**src/rtl/clksw_seq.sv**
```systemverilog
// Clock-switch sequencer: turns HS requests into a glitch-safe hsclk_sel level,
// waits for synchronised controller acknowledgements, enforces an HS dwell,
// times out stalled handovers and owns the CPU clock divider select.
module clksw_seq #(
  parameter int unsigned SYNC_STAGES = 2,
  parameter int unsigned DWELL       = 16,
  parameter int unsigned TIMEOUT     = 255,
  parameter logic [1:0]  DIV_RESET   = 2'b11
) (
  input  logic       hsclk_in,
  input  logic       rst_b,
  input  logic       req_hs,
  input  logic       force_ls,
  input  logic [1:0] div_sel_req,
  input  logic       err_clr,
  input  logic       hsclk_selected,
  input  logic       lsclk_selected,
  output logic       hsclk_sel,
  output logic [1:0] cpuclk_div_sel,
  output logic       busy,
  output logic       hs_active,
  output logic       err
);

  typedef enum logic [1:0] {StToLs, StLs, StToHs, StHs} state_e;

  localparam logic [8:0] CntMax = 9'd511;

  state_e                 state_q, state_d;
  logic [8:0]             cnt_q, cnt_d;
  logic [1:0]             div_q, div_d;
  logic                   err_q, err_d;
  logic [SYNC_STAGES-1:0] hs_sync_q, ls_sync_q;
  logic                   hs_ack, ls_ack;
  logic                   err_set;

  assign hs_ack = hs_sync_q[SYNC_STAGES-1];
  assign ls_ack = ls_sync_q[SYNC_STAGES-1];

  // Acknowledge synchronisers, one chain per controller ack.
  always_ff @(posedge hsclk_in or negedge rst_b) begin
    if (!rst_b) begin
      hs_sync_q <= '0;
      ls_sync_q <= '0;
    end else begin
      hs_sync_q <= {hs_sync_q[SYNC_STAGES-2:0], hsclk_selected};
      ls_sync_q <= {ls_sync_q[SYNC_STAGES-2:0], lsclk_selected};
    end
  end

  // Next state, error set events and divider load.
  always_comb begin
    state_d = state_q;
    div_d   = div_q;
    err_set = 1'b0;
    unique case (state_q)
      StToLs: begin
        if (ls_ack && !hs_ack) begin
          state_d = StLs;
        end else if (cnt_q == 9'(TIMEOUT)) begin
          // No safer state to fall back to, so keep waiting for LS.
          err_set = 1'b1;
        end
      end
      StLs: begin
        div_d = div_sel_req;
        if (req_hs && !force_ls) begin
          state_d = StToHs;
        end
      end
      StToHs: begin
        if (force_ls) begin
          state_d = StToLs;
        end else if (hs_ack && !ls_ack) begin
          state_d = StHs;
        end else if (cnt_q == 9'(TIMEOUT)) begin
          err_set = 1'b1;
          state_d = StToLs;
        end
      end
      StHs: begin
        if (force_ls) begin
          state_d = StToLs;
        end else if (!hs_ack) begin
          // Controller lost HS without being asked.
          err_set = 1'b1;
          state_d = StToLs;
        end else if (!req_hs && (cnt_q >= 9'(DWELL))) begin
          state_d = StToLs;
        end
      end
      default: state_d = StToLs;
    endcase
  end

  // Sticky error (set beats clear) and the shared state/dwell/timeout counter.
  always_comb begin
    err_d = err_q;
    if (err_clr) begin
      err_d = 1'b0;
    end
    if (err_set) begin
      err_d = 1'b1;
    end
    if (state_d != state_q) begin
      cnt_d = '0;
    end else if (cnt_q == CntMax) begin
      cnt_d = cnt_q;
    end else begin
      cnt_d = cnt_q + 9'd1;
    end
  end

  // State, counter, divider and error registers.
  always_ff @(posedge hsclk_in or negedge rst_b) begin
    if (!rst_b) begin
      state_q <= StToLs;
      cnt_q   <= '0;
      div_q   <= DIV_RESET;
      err_q   <= 1'b0;
    end else begin
      state_q <= state_d;
      cnt_q   <= cnt_d;
      div_q   <= div_d;
      err_q   <= err_d;
    end
  end

  // Outputs decoded only from registered state, hence glitch-free.
  always_comb begin
    busy           = (state_q == StToLs) || (state_q == StToHs);
    hs_active      = (state_q == StHs);
    hsclk_sel      = (state_q == StToHs) || (state_q == StHs);
    cpuclk_div_sel = div_q;
    err            = err_q;
  end

endmodule
```
**config.mk**
```make
export PLATFORM = sky130hd
export DESIGN_NAME = clksw_seq
export DESIGN_NICKNAME = d
export VERILOG_FILES = /design/src/rtl/clksw_seq.sv
export SDC_FILE = /design/constraint.sdc
export NUM_CORES = 1
export LEC_CHECK = 0
export BUFFER_PORTS_ARGS = -buffer_cell sky130_fd_sc_hd__buf_2
export CORE_MARGIN = 5
export CORE_UTILIZATION = 45
export CTS_CLUSTER_SIZE = 28
export DETAILED_ROUTE_END_ITERATION = 7
export PLACE_DENSITY = 0.72
export SETUP_SLACK_MARGIN = 0.15
export SLEW_MARGIN = 20
export SYNTH_ARGS = -nofsm -noshare
export SYNTH_HDL_FRONTEND = slang
export SYNTH_SLANG_ARGS = --single-unit
```
**constraint.sdc**
```tcl
create_clock -name hsclk_in -period 5.5 [get_ports hsclk_in]
set_clock_uncertainty 0.1 [all_clocks]
set_input_delay 0.55 -clock hsclk_in [delete_from_list [all_inputs] [get_ports hsclk_in]]
set_output_delay 0.55 -clock hsclk_in [all_outputs]
set_load 0.02 [all_outputs]
```
# Word-level counts from Yosys, hierarchy flattened
# Cells that the tools add are included.
[word_totals] ff_bits=18 in_bits=9 wordCells=47
[op_classes] addsub=1 n_lt_le_gt_ge=1 eq_ne=7 muxes=20 n_reduce_logical=12
[ops] cell="9-bit two-way mux" count=2
[ops] cell="2-bit two-way mux" count=8
[ops] cell="9-bit by 1-bit adder with 9-bit output, second input constant" count=1
[ops] cell="9-bit by 8-bit equality test with 1-bit output, second input constant" count=1
[ops] cell="9-bit equality test, second input constant" count=1
[ops] cell="9-bit by 5-bit >= comparator with 1-bit output, second input constant" count=1
[ops] cell="1-bit two-way mux" count=8
[ops] cell="2-bit one-hot mux with 4 select lines" count=1
[ops] cell="2-bit equality test, second input constant" count=2
[ops] cell="1-bit logical AND" count=4
[ops] cell="1-bit logical NOT" count=4
[ops] cell="1-bit one-hot mux with 3 select lines" count=1
[ops] cell="2-bit by 1-bit equality test with 1-bit output, second input constant" count=1
[ops] cell="2-bit logical NOT" count=1
[ops] cell="1-bit logical OR" count=2
[ops] cell="2-bit inequality test" count=1
[ops] cell="2-bit inequality test, second input constant" count=1
[ops] cell="2-bit nonzero test" count=1

# Longest topological paths before layout
[logic_depth] depth_word=8 depth_mapped=8

# Worst setup path before layout
# Ideal clock, no wire load.
[synth_path] path_type="register to register" from="register cnt_q[0]" to="register cnt_q[7]" t_arrival_ns=1.573 slack_ns=3.687 path_stages_with_launch=9 cell_sequence="dfrtp_1 > ha_1 > nand3_1 > nor2_1 > ha_1 > nand4b_1 > nor2_1 > xnor2_1 > nor3_1"
[synth_via] elab_chain_cells=8
[synth_rtl] item="start: declaration" line_no="30" source="logic [8:0] cnt_q, cnt_d;"
[synth_rtl] item="start signal: assignment" line_no="123" source="cnt_q <= cnt_d;"
[synth_rtl] item="9-bit by 5-bit >= comparator with 1-bit output" line_no="88" source="end else if (!req_hs && (cnt_q >= 9'(DWELL))) begin"
[synth_rtl] item="1-bit logical AND" line_no="88"
[synth_rtl] item="2-bit two-way mux" line_no="88"
[synth_rtl] item="2-bit two-way mux" line_no="84" source="end else if (!hs_ack) begin"
[synth_rtl] item="2-bit two-way mux" line_no="82" source="if (force_ls) begin"
[synth_rtl] item="2-bit one-hot mux with 4 select lines" line_no="56" source="unique case (state_q)"
[synth_rtl] item="2-bit inequality test" line_no="105" source="if (state_d != state_q) begin"
[synth_rtl] item="2-bit inequality test (no line) or 9-bit two-way mux (tied branches)"
# Several ways; a longest one is shown, not always the timed one. The select of a mux whose other input is x is not followed.
# A chain may end at the register's enable or synchronous reset.

# Worst setup path in the final report
[layout_path] from="register state_q[1]" to="output port hs_active"
[layout_via] elab_chain_cells=1
[layout_rtl] item="start: declaration" line_no="29" source="state_e state_q, state_d;"
[layout_rtl] item="start signal: assignment" line_no="117" source="state_q <= StToLs;"
[layout_rtl] item="start signal: assignment" line_no="122" source="state_q <= state_d;"
[layout_rtl] item="2-bit equality test" line_no="132" source="hs_active = (state_q == StHs);"
[layout_rtl] item="end: declaration" line_no="21" source="output logic hs_active,"
# No other way between the ends.

==> reports/metrics.cfg <==
[placed_design]
placed_cell_area_um2 = 1079
gp_congestion = 0.8010
placement.io_buffers = 14
dp_hpwl_um = 1290
dp.cells = 130

[logic_synthesis]
yosys_warnings = 0
synth_xor_area_frac = 0.06156
async_reset_ff_frac = 1.000
synth_top_area_share = 0.4020
synth-simple-area-share = 0.1721
synth_top_family_by_area = simple AND/OR/NAND/NOR gates
syn-num-nets = 104
avgSynthCellArea_um2 = 10.94
synth.area.mux_share = 0.03266
ys_types = 37
syn_area_um2 = 996.0
yosys.area.top_type = dfrtp_1
synth_fa_ha_area_frac = 0.05025
synth_edf_count = 0
ys_seq_area_frac = 0.4548
ys_seq_elements = 18
synth_compound_area_frac = 0.1721
synth.area.top_cells = dfrtp_1 (40%), dfstp_2 (5.3%), ha_1 (5.0%)
synthCells = 91
dominantRegCellSynth = dfrtp_1

[cts]
cts-htree-levels = 1
cts_tree = yes
cts-root-buf = clkbuf_4
cts_made_buffers = 3
cts_hold_buf = 0
cts_sinks = 18
ctsResizeCount = 0
cts_setup_buffers = 0
path_clk_slew_ns = 0.10
cts.path.max_buffers = 2
worstSkewPairLatency_ns = 0.29

[setup_path]
path_depth = 3
critPathLaunchType = flop
endpoint = hs_active
reg2reg_slack_ns = 3.54
critPathMaxFanout = 13
slowest_delay_ns = 0.61
crit_chain = inv_1, nor2_1, buf_2
timing_worst_setup_path_type = reg2out
critPathRequiredTime_ns = 4.85
startpoint = state_q[1]$_DFF_PN0_
cp_num_buf_inv = 2
timing.rr.start = cnt_q[0]$_DFFE_PN0P_
arrival_ns = 1.32
reg2reg_to = cnt_q[7]$_DFFE_PN0P_
crit_family = flip-flops
reg2reg_depth = 8
critPathCaptureType = primary output
slowest_stage = dfrtp_1

[detailed_routing]
vias = 723
remaining_drc_errors = 0
viasPerCell = 5.396
drt_wl_total_um = 1696
drt_iter0_markers = 25
route.detailed.wl_per_inst_um = 12.66
dr.pass1.iters = 4
ant_nets = 0

[cells_and_area]
nets = 120
fill_cells = 209
drive_gt1_frac = 0.2830
final_cell_area_um2 = 1115
multiInputGateArea_um2 = 486.7
diodes = 0
syn_to_final_growth_pct = 11.93
instances_no_fill = 134
regArea_um2 = 452.9

[sta]
tns_ns = 0
period_needed_ns = 1.966
rsz0062_at_grt = no
hold_viol = 0
finalSetupViolations = 0
max_slew_margin = 0.6227
drv_slew = 0
max_clock_freq_mhz = 508.7
fin_crit_sh = 0.3574
worst_pin_slew_ns = 0.5642

[floorplanning]
die_h_um = 57.05
std_cell_rows = 17
die_w_um = 57.05
start_util = 0.4591
ios = 15
die_area_um2 = 3254
core_area_um2 = 2170

[grt]
grt_pass1_wl_um = 3036
grt_pass1_vias = 723
grt_max_degree = 19
use_met3 = 0.02262
global_route.peak_usage_layer = met2
antenna_found_initial = 0
track_usage = 0.1178
grt_overflow_total = 0
grt_util_met1 = 0.1394
grtUsageMet2 = 0.1974

[power_and_ir_drop]
p_leak_nw = 0.4806
vdd_ir_drop_max_uv = 190.5
pwr_density_cell_nw_per_um2 = 396.6

[status]
status = finished, final reports clean

[run]
drv_cap = 0

[worst_hold_path]
hold_class = in2async

placed cells by master (no fill, tap or decap), types with 2 or more instances in the layout:
| cell | netlist | layout |
|---|---|---|
| buf_2 | 0 | 14 |
| dfstp_2 | 2 | 2 |
| mux2_2 | 2 | 2 |
| a21oi_1 | 2 | 2 |
| nor3_1 | 8 | 8 |
| a32oi_1 | 2 | 2 |
| nand2_1 | 4 | 4 |
| nand4b_1 | 2 | 2 |
| ha_1 | 4 | 4 |
| clkbuf_4 | 0 | 3 |
| xnor2_1 | 4 | 4 |
| nand3_1 | 3 | 3 |
| inv_1 | 9 | 9 |
| xor2_1 | 3 | 3 |
| nor2_1 | 7 | 7 |
| dfrtp_1 | 16 | 16 |
synthesized netlist by cell type, types with 2 or more instances:
cell type	n
a21oi_1	2
a32oi_1	2
dfrtp_1	16
dfstp_2	2
ha_1	4
inv_1	9
mux2_2	2
nand2_1	4
nand3_1	3
nand4b_1	2
nor2_1	7
nor3_1	8
xnor2_1	4
xor2_1	3
per-stage QoR:
stage	utilization	hold slack, ns	setup WS, ns	total power, W
finish	0.5138	0.06258	3.534	0.0004421
global route	0.5138	0.07541	3.368	0.0004765
CTS	0.5138	0.06381	3.518	0.0004502
detailed placement	0.4971	0.2404	3.538	0.0003680
global placement	0.4971	0.2341	3.552	0.0003627
floorplan	-	0.1544	3.687	0.0003329
power breakdown:
| group | leakage, nW | total (W) | switching (W) | internal (W) |
|---|---|---|---|---|
| registers | 0.229 | 0.000198 | 0.0000342 | 0.000164 |
| clock network | 0.0210 | 0.0000795 | 0.0000391 | 0.0000403 |
| logic | 0.230 | 0.000164 | 0.0000968 | 0.0000677 |
routing by layer:
layer / part of all wire / up-vias / routed length [um]
met5: 0 / - / 0
met3: 0.072 / 5 / 122
met2: 0.48 / 23 / 812
met1: 0.42 / 341 / 719
met4: 0.025 / 0 / 42
li1: - / 354 / -
flip-flops by register name, indices dropped and copies added (netlist names):
signal	flops
cnt_q	9
cpuclk_div_sel	2
hs_sync_q	2
ls_sync_q	2
state_q	2
err	1
area by class of cell:
cell class                 instances  area share
multi-input combinational         61      0.4366
sequential                        18      0.4063
timing repair buffer              14     0.06285
clock buffer                       4     0.03255
tap                               28     0.03143
inverter                           9     0.03030
how the worst min path moves through the flow:
| stage | to | slack, ns | cells after the start |
|---|---|---|---|
| floorplan | cnt_q[0]$_DFFE_PN0P_ | 0.15 | 0 |
| global placement | ls_sync_q[1]$_DFF_PN0_ | 0.23 | 0 |
| detailed placement | ls_sync_q[1]$_DFF_PN0_ | 0.24 | 0 |
| CTS | hs_sync_q[1]$_DFF_PN0_ | 0.06 | 1 |
| global route | cnt_q[7]$_DFFE_PN0P_ | 0.08 | 1 |
| finish | hs_sync_q[1]$_DFF_PN0_ | 0.06 | 1 |
logic make-up (layout without fill, tap and decap cells):
group	count (synthesis)	in the layout
flops	18	18
mux	3	3
buf+inv	12	27
simple gates	31	31
fa+ha+maj	4	4
xor+xnor	7	7
compound gates	16	16
worst register-to-register path: cells and delay by family (launching register included):
kind	cells	cell delay, ns
simple gates	5	0.76
fa+ha+maj	2	0.52
flops	1	0.43
xor+xnor	1	0.08
Power figures use the tool's default switching activity.
